### src/rtl/day3_debounce_edge.sv
// Synchronise a raw single-bit input, debounce it with a qualification FSM and
// emit a clean level, one-cycle edge pulses and a saturating edge count.
module day3_debounce_edge #(
    parameter int SYNC_STAGES     = 2,
    parameter int DEBOUNCE_CYCLES = 4,
    parameter int CNT_W           = 8
) (
    input  logic             clk,
    input  logic             reset,
    input  logic             d_i,
    input  logic             en_i,
    input  logic             clr_cnt_i,
    output logic             level_o,
    output logic             rise_o,
    output logic             fall_o,
    output logic             any_edge_o,
    output logic             stable_o,
    output logic [CNT_W-1:0] edge_cnt_o
);

    localparam int QW = 8;
    localparam logic [QW-1:0] QTARGET = QW'(DEBOUNCE_CYCLES);

    typedef enum logic [1:0] {
        ST_LOW,
        ST_QUAL_HIGH,
        ST_HIGH,
        ST_QUAL_LOW
    } state_t;

    state_t                 state;
    logic [QW-1:0]          qcnt;
    logic [QW-1:0]          qcnt_inc;
    logic [SYNC_STAGES-1:0] sync_p;
    logic                   s;
    logic                   rise_hit;
    logic                   fall_hit;

    function automatic logic [CNT_W-1:0] sat_inc(input logic [CNT_W-1:0] v);
        return (&v) ? v : v + 1'b1;
    endfunction

    // synchroniser: plain shift chain, last stage feeds the FSM
    always_ff @(posedge clk or negedge reset) begin
        if (!reset) sync_p <= '0;
        else        sync_p <= {sync_p[SYNC_STAGES-2:0], d_i};
    end

    assign s        = sync_p[SYNC_STAGES-1];
    assign qcnt_inc = qcnt + 1'b1;

    always_comb begin
        rise_hit = 1'b0;
        fall_hit = 1'b0;
        if (en_i) begin
            case (state)
                ST_LOW:       rise_hit = s && (DEBOUNCE_CYCLES == 1);
                ST_QUAL_HIGH: rise_hit = s && (qcnt_inc == QTARGET);
                ST_HIGH:      fall_hit = !s && (DEBOUNCE_CYCLES == 1);
                ST_QUAL_LOW:  fall_hit = !s && (qcnt_inc == QTARGET);
                default: ;
            endcase
        end
    end

    // qualification FSM with registered outputs
    always_ff @(posedge clk or negedge reset) begin
        if (!reset) begin
            state      <= ST_LOW;
            qcnt       <= '0;
            level_o    <= 1'b0;
            rise_o     <= 1'b0;
            fall_o     <= 1'b0;
            any_edge_o <= 1'b0;
            stable_o   <= 1'b1;
        end else begin
            rise_o     <= rise_hit;
            fall_o     <= fall_hit;
            any_edge_o <= rise_hit | fall_hit;
            if (rise_hit) begin
                state    <= ST_HIGH;
                qcnt     <= '0;
                level_o  <= 1'b1;
                stable_o <= 1'b1;
            end else if (fall_hit) begin
                state    <= ST_LOW;
                qcnt     <= '0;
                level_o  <= 1'b0;
                stable_o <= 1'b1;
            end else begin
                case (state)
                    ST_LOW: begin
                        if (en_i && s) begin
                            state    <= ST_QUAL_HIGH;
                            qcnt     <= 8'd1;
                            stable_o <= 1'b0;
                        end
                    end
                    ST_QUAL_HIGH: begin
                        if (en_i && s) begin
                            qcnt <= qcnt_inc;
                        end else begin
                            state    <= ST_LOW;
                            qcnt     <= '0;
                            stable_o <= 1'b1;
                        end
                    end
                    ST_HIGH: begin
                        if (en_i && !s) begin
                            state    <= ST_QUAL_LOW;
                            qcnt     <= 8'd1;
                            stable_o <= 1'b0;
                        end
                    end
                    ST_QUAL_LOW: begin
                        if (en_i && !s) begin
                            qcnt <= qcnt_inc;
                        end else begin
                            state    <= ST_HIGH;
                            qcnt     <= '0;
                            stable_o <= 1'b1;
                        end
                    end
                    default: begin
                        state    <= ST_LOW;
                        qcnt     <= '0;
                        stable_o <= 1'b1;
                    end
                endcase
            end
        end
    end

    // a clear coinciding with a commit keeps that commit
    always_ff @(posedge clk or negedge reset) begin
        if (!reset) begin
            edge_cnt_o <= '0;
        end else if (clr_cnt_i) begin
            edge_cnt_o <= (rise_hit | fall_hit) ? CNT_W'(1) : '0;
        end else if (rise_hit | fall_hit) begin
            edge_cnt_o <= sat_inc(edge_cnt_o);
        end
    end

endmodule

### config.mk
export PLATFORM = sky130hd
export DESIGN_NAME = day3_debounce_edge
export DESIGN_NICKNAME = d
export VERILOG_FILES = /design/src/rtl/day3_debounce_edge.sv
export SDC_FILE = /design/constraint.sdc
export NUM_CORES = 1
export LEC_CHECK = 0
export CORE_AREA = 2 2 49 51
export DETAILED_ROUTE_END_ITERATION = 12
export DIE_AREA = 0 0 51 53
export DONT_BUFFER_PORTS = 1
export PLACE_DENSITY = 0.75
export RECOVER_POWER = 100
export REMOVE_ABC_BUFFERS = 1
export SYNTH_ARGS = -nofsm -noshare
export SYNTH_HDL_FRONTEND = slang
export SYNTH_SLANG_ARGS = --single-unit
### constraint.sdc
create_clock -name clk -period 6.59 [get_ports clk]
set_input_delay 0.9885 -clock clk [delete_from_list [all_inputs] [get_ports clk]]
set_output_delay 0.9885 -clock clk [all_outputs]
set_load 0.005 [all_outputs]
==> results of run 1 <==
-- power by group --
group	switching, mW	leakage, nW	total, mW	internal (mW)
sequential	0.00462	0.337	0.162	0.157
combinational	0.00490	0.231	0.00892	0.00402
clock	0.0462	0.0177	0.0689	0.0228
total	0.0557	0.586	0.239	0.184
-- per-stage QoR --
stage | setup WS, ns | utilization (%)
2_1_floorplan | 4.19 | -
3_3_place_gp | 4.12 | 62.0
3_5_place_dp | 4.04 | 62.0
4_1_cts | 4.02 | 63.2
5_1_grt | 3.68 | 62.4
6_report | 3.87 | 62.4
-- cell usage in the layout, fill, tap and decap left out, types with 2 or more instances in the layout --
master     n
dfrtp_1   24
nand2_1   10
o21ai_0   10
nor2_1     8
a21oi_1    8
nand3_1    7
nand4_1    4
xor2_1     4
nor3_1     4
inv_1      3
or3_1      3
o31ai_1    3
nor2b_1    3
or4_1      3
ha_1       3
clkbuf_4   3
xnor2_1    2
and4_1     2
nand2b_1   2
a21o_1     2
-- critical path, cell delays in order (launching register included) --
cell and delay (ns):
dfrtp_1 0.49, ha_1 0.28, or2b_1 0.25, o32ai_1 0.27, o211ai_2 0.15, or3_1 0.53, or4_1 0.51, a21oi_1 0.17
-- area by class of cell --
cell class / instances / share of cell area [%]
Inverter: 3 / 0.840
Clock buffer: 3 / 1.68
Multi-Input combinational cell: 99 / 47.8
Sequential cell: 25 / 46.7
Clock inverter: 1 / 0.373
Tap cell: 28 / 2.61
-- registers in the layout (all words and copies together), names as in the netlist --
| register | cells |
|---|---|
| level_o | 1 |
| edge_cnt_o | 8 |
| state | 2 |
| sync_p | 2 |
| rise_o | 1 |
| any_edge_o | 1 |
| fall_o | 1 |
| qcnt | 8 |
| stable_o | 1 |
-- routing by layer --
| metal | track usage, % | wire (um) | vias to the layer above |
|---|---|---|---|
| met1 | 26.3 | 1110 | 462 |
| met5 | 0 | 0 | - |
| met2 | 33.5 | 1180 | 26 |
| li1 | - | - | 485 |
| met4 | 9.46 | 42 | 0 |
| met3 | 4.24 | 96 | 5 |
-- how the worst min path moves through the flow --
| stage | startpoint | to | slack, ns |
|---|---|---|---|
| floorplan | sync_p[0] | sync_p[1] | 0.33 |
| detailed placement | sync_p[0] | sync_p[1] | 0.34 |
| global route | reset | qcnt[3] | 0.30 |
| finish | reset | fall_o | 0.33 |
| CTS | reset | fall_o | 0.32 |
| global placement | sync_p[0] | sync_p[1] | 0.34 |
-- cell families after synthesis --
family          synth area share (%)
compound gates                  17.5
xor+xnor                        3.93
fa+ha+maj                       2.80
buf+inv                         4.02
flops                           46.8
mux                             1.59
simple gates                    23.4
==> flow_summary.json, run 1 <==
{
  "worst_ep_required_time_ns": 6.85,
  "wl_per_cell_um": 15.2,
  "synthTopCellsByArea": "dfrtp_1 45%, o21ai_0 3.7%, a21oi_1 3.0%",
  "synth_top_cell_by_area": "dfrtp_1",
  "grt_pass1_wl_um": 4020,
  "synth_ff_type": "dfrtp_1",
  "final_cells": 159,
  "crit_end": "edge_cnt_o[5]",
  "drt-total-wl_um": 2420,
  "fin_tns_setup_ns": 0,
  "drv_cap": 0,
  "core_area_mm2": 0.00215,
  "fmax_mhz": 368,
  "avgSynthCellArea_um2": 10.1,
  "holdBufCountCts": 0,
  "drt_pass1_iterations": 4,
  "synth-seq-cells": 25,
  "antenna_found_initial": 0,
  "synth_seq_area_share_pct": 46.8,
  "cts_setup_buffers": 0,
  "clk_pin_slew_ns": 0.14,
  "min_path_type": "primary input to async pin",
  "fillers": 191,
  "die_area_mm2": 0.00270,
  "nets": 140,
  "p_total_mw": 0.239,
  "register_area_um2": 627,
  "reg2reg_from": "qcnt[0]",
  "synth_common_cells": "24 x dfrtp_1, 10 x nand2_1, 10 x o21ai_0",
  "setup_violations": 0,
  "hpwl_um": 1770,
  "ir_drop_mv": 0.169,
  "synth.distinct_cells": 47,
  "numCtsBuffers": 3,
  "grt_start_max_net_pins": 26,
  "die_w_um": 51,
  "gp_congestion": 0.914,
  "cp-startpoint": "qcnt[0]",
  "grt_use_total_pct": 20.6,
  "port-buffer-count": 0,
  "fin_hold_ws_ns": 0.331,
  "slew-limit-headroom_pct": 32.7,
  "multi_input_area_um2": 641,
  "start_util_pct": 62.3,
  "status": "completed",
  "htreeDepth": 1,
  "cts_tree": "yes",
  "drc": 0,
  "postSynthCellCount": 132,
  "drive_gt1_share_pct": 9.16,
  "grt_overflow_total": 0,
  "worst-slew-pin-transition_ns": 1.00,
  "rows": 17,
  "synth_area_mm2": 0.00134,
  "dp_cells": 155,
  "drt_iter0_markers": 14,
  "antenna_cells": 0,
  "crit_fanout": 11,
  "yosysWarnings": 0,
  "area_growth_pct": 0.187,
  "hold_viol": 0,
  "clkLatencyLatePin_ns": 0.32,
  "grt_pass1_vias": 918,
  "rsz0062_at_grt": "false",
  "finalMaxSlewViolations": 0,
  "startpoint_type": "register",
  "clockRootBuffer": "clkbuf_4",
  "fin_area_mm2": 0.00134,
  "cts.sinks": 25,
  "place_area_mm2": 0.00133,
  "reg2reg_to": "edge_cnt_o[5]",
  "vias": 978,
  "layout_min_cycle_time_ns": 2.72,
  "synthMostInstantiatedCell": "dfrtp_1",
  "synth_top_area_share_pct": 44.9,
  "clk_path_buf_depth": 2,
  "async_reset_ff_share_pct": 100,
  "die_h_um": 53,
  "crit_type": "register to register",
  "avgViaCountPerCell": 6.15,
  "power.density_mw_per_mm2": 179,
  "clock-skew-final_ns": 0.00836,
  "ctsResizeCount": 0,
  "io_pins": 18,
  "postRouteAntennaNets": 0,
  "arrival_ns": 2.97,
  "reg2reg_depth": 7,
  "synth_edf_count": 0,
  "r2r_slack_ns": 3.87,
  "fin_crit_sh_pct": 41.2,
  "cp-end-kind": "register",
  "p_leak_nw": 0.586
}
No activity file was read; power rests on OpenSTA's default activity.
==> inputs of run 2 (changes only) <==
--- a/config.mk
+++ b/config.mk
@@ -5,11 +5,11 @@
 export SDC_FILE = /design/constraint.sdc
 export NUM_CORES = 1
 export LEC_CHECK = 0
-export CORE_AREA = 2 2 49 51
+export CORE_AREA = 2 2 50 52
 export DETAILED_ROUTE_END_ITERATION = 12
-export DIE_AREA = 0 0 51 53
+export DIE_AREA = 0 0 52 54
 export DONT_BUFFER_PORTS = 1
-export PLACE_DENSITY = 0.75
+export PLACE_DENSITY = 0.72
 export RECOVER_POWER = 100
 export REMOVE_ABC_BUFFERS = 1
 export SYNTH_ARGS = -nofsm -noshare
==> constraint.sdc (replaced) <==
create_clock -name clk -period 2.5 [get_ports clk]
set_input_delay 0.375 -clock clk [delete_from_list [all_inputs] [get_ports clk]]
set_output_delay 0.375 -clock clk [all_outputs]
set_load 0.005 [all_outputs]
==> run 2 against run 1 <==
Net effect:
- sequential share of layout area shrank 2.4 points
- critical path depth stayed put
- register-to-register slack worse by 3.7 ns
- sequential cell count did not move
- critical path type unchanged
- clock power rose to 2.6 times the previous value
==> flow_summary.json, run 2 (synthesis results as in run 1) <==
{
  "drv_cap": 0,
  "drt_pass1_iterations": 4,
  "grt_pass1_wl_um": 4320,
  "slowest_delay_ns": 0.49,
  "postRouteAntennaNets": 0,
  "cp-end-kind": "register",
  "clock-skew-final_ns": 0.00266,
  "critPathTopFamily": "simple AND/OR/NAND/NOR gates",
  "power.density_mw_per_mm2": 454,
  "grt_pass1_vias": 976,
  "final_cell_mix": "24 x dfrtp_1, 10 x nand2_1, 10 x o21ai_0, 8 x nor2_1, 8 x a21oi_1",
  "worst-slew-pin-transition_ns": 1.09,
  "port-buffer-count": 0,
  "p_total_mw": 0.643,
  "numCtsBuffers": 3,
  "wl_met1_um": 1180,
  "startpoint_type": "register",
  "vias": 1048,
  "die_h_um": 54,
  "drc": 0,
  "clk_pin_slew_ns": 0.13,
  "area_growth_pct": 5.70,
  "worst_ep_required_time_ns": 2.76,
  "avgViaCountPerCell": 6.16,
  "grt_overflow_total": 0,
  "reg2reg_to": "edge_cnt_o[5]",
  "grt_use_total_pct": 21.0,
  "crit_slowest_cell": "or4_1",
  "fmax_mhz": 425,
  "die_area_mm2": 0.00281,
  "die_w_um": 52,
  "antenna_cells": 0,
  "io_pins": 18,
  "arrival_ns": 2.61,
  "clockRootBuffer": "clkbuf_4",
  "gp_congestion": 0.847,
  "slew-limit-headroom_pct": 27.3,
  "drive_gt1_share_pct": 13.6,
  "grt_start_max_net_pins": 26,
  "antenna_found_initial": 0,
  "start_util_pct": 57.7,
  "reg2reg_depth": 7,
  "fin_crit_sh_pct": 94.0,
  "status": "completed",
  "crit_fanout": 7,
  "drt-total-wl_um": 2670,
  "worst-path-stages": 7,
  "clkLatencyLatePin_ns": 0.32,
  "layout_min_cycle_time_ns": 2.35,
  "crit_type": "register to register",
  "reg_top3": "edge_cnt_o (8), qcnt (8)",
  "rows": 18,
  "rsz0062_at_grt": "false",
  "wl_per_cell_um": 15.7,
  "cts.sinks": 25,
  "fin_tns_setup_ns": 0,
  "setup_violations": 0,
  "worstPathCellList": "ha_1, and2_1, nand3_1, nand4b_1, or3_4, or4_1, a21oi_1",
  "drt_iter0_markers": 25,
  "r2r_slack_ns": 0.15,
  "cts_tree": "yes",
  "route.met2.wl_um": 1330,
  "routed.top_layer": "met4",
  "core_area_mm2": 0.00232,
  "final_common_cell": "dfrtp_1",
  "hpwl_um": 1880,
  "min_path_type": "primary input to register",
  "htreeDepth": 1,
  "ir_drop_mv": 0.353,
  "p_leak_nw": 0.619,
  "cp-startpoint": "edge_cnt_o[0]",
  "route.met3.wl_um": 104,
  "reg2reg_from": "edge_cnt_o[0]",
  "crit_end": "edge_cnt_o[5]",
  "clk_path_buf_depth": 2,
  "cp_num_buf_inv": 0,
  "finalMaxSlewViolations": 0,
  "nets": 149,
  "hold_viol": 0
}
run 2: worst min-delay path by stage:
stage,start,to,slack (ns),depth (start not counted)
after detailed placement,reset,fall_o,0.08,0
final,d_i,sync_p[0],0.07,0
after global routing,d_i,sync_p[0],0.05,0
after global placement,reset,fall_o,0.08,0
after floorplan,reset,any_edge_o,0.08,0
after CTS,d_i,sync_p[0],0.06,0
run 2: final cells by class:
cell class              instances  area (um2)
fillers                       196         905
multi-input cells              99         651
flip-flops and latches         25         627
repair buffers                  9        62.6
well taps                      30        37.5
clock buffers                   4        26.3
inverters                       3        11.3
run 2: routing by layer:
metal / vias to the layer above / GRT usage [%]
met2: 29 / 36.1
met5: - / 0
li1: 507 / -
met3: 5 / 3.06
met1: 507 / 25.6
met4: 0 / 11.0
run 2: power by group:
part | leakage [nW] | internal [mW] | switching, mW | total [mW]
Combinational | 0.267 | 0.0166 | 0.0275 | 0.0441
Clock | 0.0150 | 0.0624 | 0.116 | 0.178
Sequential | 0.337 | 0.414 | 0.00702 | 0.421
run 2: worst reg2reg max path: cells and delay by family, from the launching register on:
kind / cells / cell delay [ns]
compound gates: 1 / 0.15
flops: 1 / 0.45
simple gates: 5 / 1.45
fa+ha+maj: 1 / 0.25
run 2: timing repair:
item | 4_1_cts | 5_1_grt
buffers inserted | 0 | 3
hold endpoints to repair | 25 | 0
setup endpoints to repair | 0 | 1
gates resized for setup | 0 | 1
hold buffers | 1 | 0
run 2: per-stage QoR:
step | cells | util, % | cell area (um2) | hold slack, ns | setup WS [ns]
2_1_floorplan | 127 | - | 1300 | 0.0794 | 0.0999
3_3_place_gp | 162 | 59.1 | 1370 | 0.0799 | 0.141
3_5_place_dp | 162 | 59.1 | 1370 | 0.0799 | 0.0702
4_1_cts | 167 | 60.7 | 1410 | 0.0608 | 0.0413
5_1_grt | 170 | 61.0 | 1420 | 0.0459 | 0.0218
6_report | 170 | 61.0 | 1420 | 0.0714 | 0.149
==> inputs of run 3 (changes only) <==
--- a/config.mk
+++ b/config.mk
@@ -5,11 +5,11 @@
 export SDC_FILE = /design/constraint.sdc
 export NUM_CORES = 1
 export LEC_CHECK = 0
-export CORE_AREA = 2 2 50 52
+export CORE_AREA = 2 2 43 61
 export DETAILED_ROUTE_END_ITERATION = 12
-export DIE_AREA = 0 0 52 54
+export DIE_AREA = 0 0 45 63
 export DONT_BUFFER_PORTS = 1
-export PLACE_DENSITY = 0.72
+export PLACE_DENSITY = 0.71
 export RECOVER_POWER = 100
 export REMOVE_ABC_BUFFERS = 1
 export SYNTH_ARGS = -nofsm -noshare
==> run 3 against run 2 <==
Net effect:
- worst hold slack got worse by 0.0068 ns
- via count is 2.7% lower
- critical path depth did not move
- power hardly changed
- register-to-register slack got worse by 0.02 ns
- highest routed layer unchanged
==> flow_summary.json, run 3 (synthesis results as in run 1) <==
{
  "avgViaCountPerCell": 6.38,
  "io_pins": 18,
  "antenna_found_initial": 0,
  "finalMaxSlewViolations": 0,
  "drv_cap": 0,
  "rsz0062_at_grt": "false",
  "p_leak_nw": 0.610,
  "area_growth_pct": 3.46,
  "grt_start_max_net_pins": 26,
  "status": "completed",
  "hold_viol": 0,
  "nets": 146,
  "drt_pass1_iterations": 2,
  "critPathTopFamily": "simple AND/OR/NAND/NOR gates",
  "die_h_um": 63,
  "slowest_delay_ns": 0.47,
  "port-buffer-count": 0,
  "drive_gt1_share_pct": 10.9,
  "rows": 21,
  "worstPathCellList": "ha_1, or2b_1, o32ai_2, o211ai_2, or3_4, or4_1, a21oi_1",
  "postRouteAntennaNets": 0,
  "fmax_mhz": 422,
  "gp_congestion": 0.867,
  "clock-skew-final_ns": 0.00442,
  "grt_pass1_wl_um": 4200,
  "cp_num_buf_inv": 0,
  "crit_type": "register to register",
  "die_area_mm2": 0.00284,
  "reg_top3": "edge_cnt_o (8), qcnt (8)",
  "final_common_cell": "dfrtp_1",
  "grt_overflow_total": 0,
  "drt_iter0_markers": 23,
  "crit_fanout": 11,
  "cts_tree": "yes",
  "start_util_pct": 57.9,
  "htreeDepth": 1,
  "vias": 1020,
  "clk_pin_slew_ns": 0.13,
  "crit_slowest_cell": "or4_1",
  "layout_min_cycle_time_ns": 2.37,
  "startpoint_type": "register",
  "clkLatencyLatePin_ns": 0.32,
  "min_path_type": "primary input to register",
  "cts.sinks": 25,
  "ctsResizeCount": 0,
  "clk_path_buf_depth": 2,
  "antenna_cells": 0,
  "grt_use_total_pct": 19.6,
  "slew-limit-headroom_pct": 13.4,
  "worst_ep_required_time_ns": 2.75,
  "setup_violations": 0,
  "die_w_um": 45,
  "final_cell_mix": "24 x dfrtp_1, 10 x nand2_1, 10 x o21ai_0, 8 x nor2_1, 8 x a21oi_1",
  "drt-total-wl_um": 2440,
  "arrival_ns": 2.62,
  "power.density_mw_per_mm2": 465,
  "fin_tns_setup_ns": 0,
  "drc": 0,
  "core_area_mm2": 0.00231,
  "hpwl_um": 1830,
  "numCtsBuffers": 3,
  "fin_crit_sh_pct": 94.7,
  "wl_per_cell_um": 15.3,
  "cp-end-kind": "register",
  "grt_pass1_vias": 1013,
  "ir_drop_mv": 0.304,
  "clockRootBuffer": "clkbuf_4",
  "worst-slew-pin-transition_ns": 1.30,
  "fin_hold_ws_ns": 0.0646
}
run 3: changes by cell type in the layout (fill, tap and decap cells not counted), sizes merged:
cell,before,now
clkbuf,7,6
buf,5,3
run 3: metal layers:
layer	share of wire [%]	up-vias	GRT usage, %
met2	55	18	35.5
met3	3.1	5	2.02
met1	40	498	21.6
met5	0	-	0
li1	-	499	-
met4	1.8	0	8.46
run 3: report_power, final:
group | leakage [nW] | switching, mW | internal [mW]
Combinational | 0.258 | 0.0277 | 0.0168
Clock | 0.0150 | 0.116 | 0.0625
Sequential | 0.337 | 0.00722 | 0.414
run 3: worst paths after layout:
check / start / to / cells past startpoint / slack [ns]
min reg2reg: sync_p[0] / sync_p[1] / 0 / 0.37
max reg2reg: qcnt[0] / edge_cnt_o[5] / 7 / 0.13
max in group asynchronous: reset / state[0] / 2 / 0.89
min: d_i / sync_p[0] / 0 / 0.06
min in group asynchronous: reset / edge_cnt_o[4] / 2 / 0.85
max: qcnt[0] / edge_cnt_o[5] / 7 / 0.13
run 3: through the flow:
step	worst slack, ns	std cells	utilization [%]	power (mW)	instance area (um2)
floorplan	0.0999	127	-	0.451	1300
global placement	0.147	154	58.6	0.463	1360
detailed placement	0.0845	154	58.6	0.465	1360
CTS	0.0586	160	61.0	0.659	1410
global route	0.0186	160	59.9	0.678	1390
finish	0.133	160	59.9	0.644	1390
run 3: timing repair:
action | CTS | global route
hold endpoints to repair | 25 | 0
hold buffers | 2 | 0
buffers inserted | 0 | 0
setup endpoints to repair | 0 | 1
run 3: final cells by class:
cell class	count	area, um2
fillers	206	927
multi-input cells	99	652
flip-flops and latches	25	627
repair buffers	6	40.0
well taps	23	28.8
clock buffers	4	26.3
inverters	3	11.3
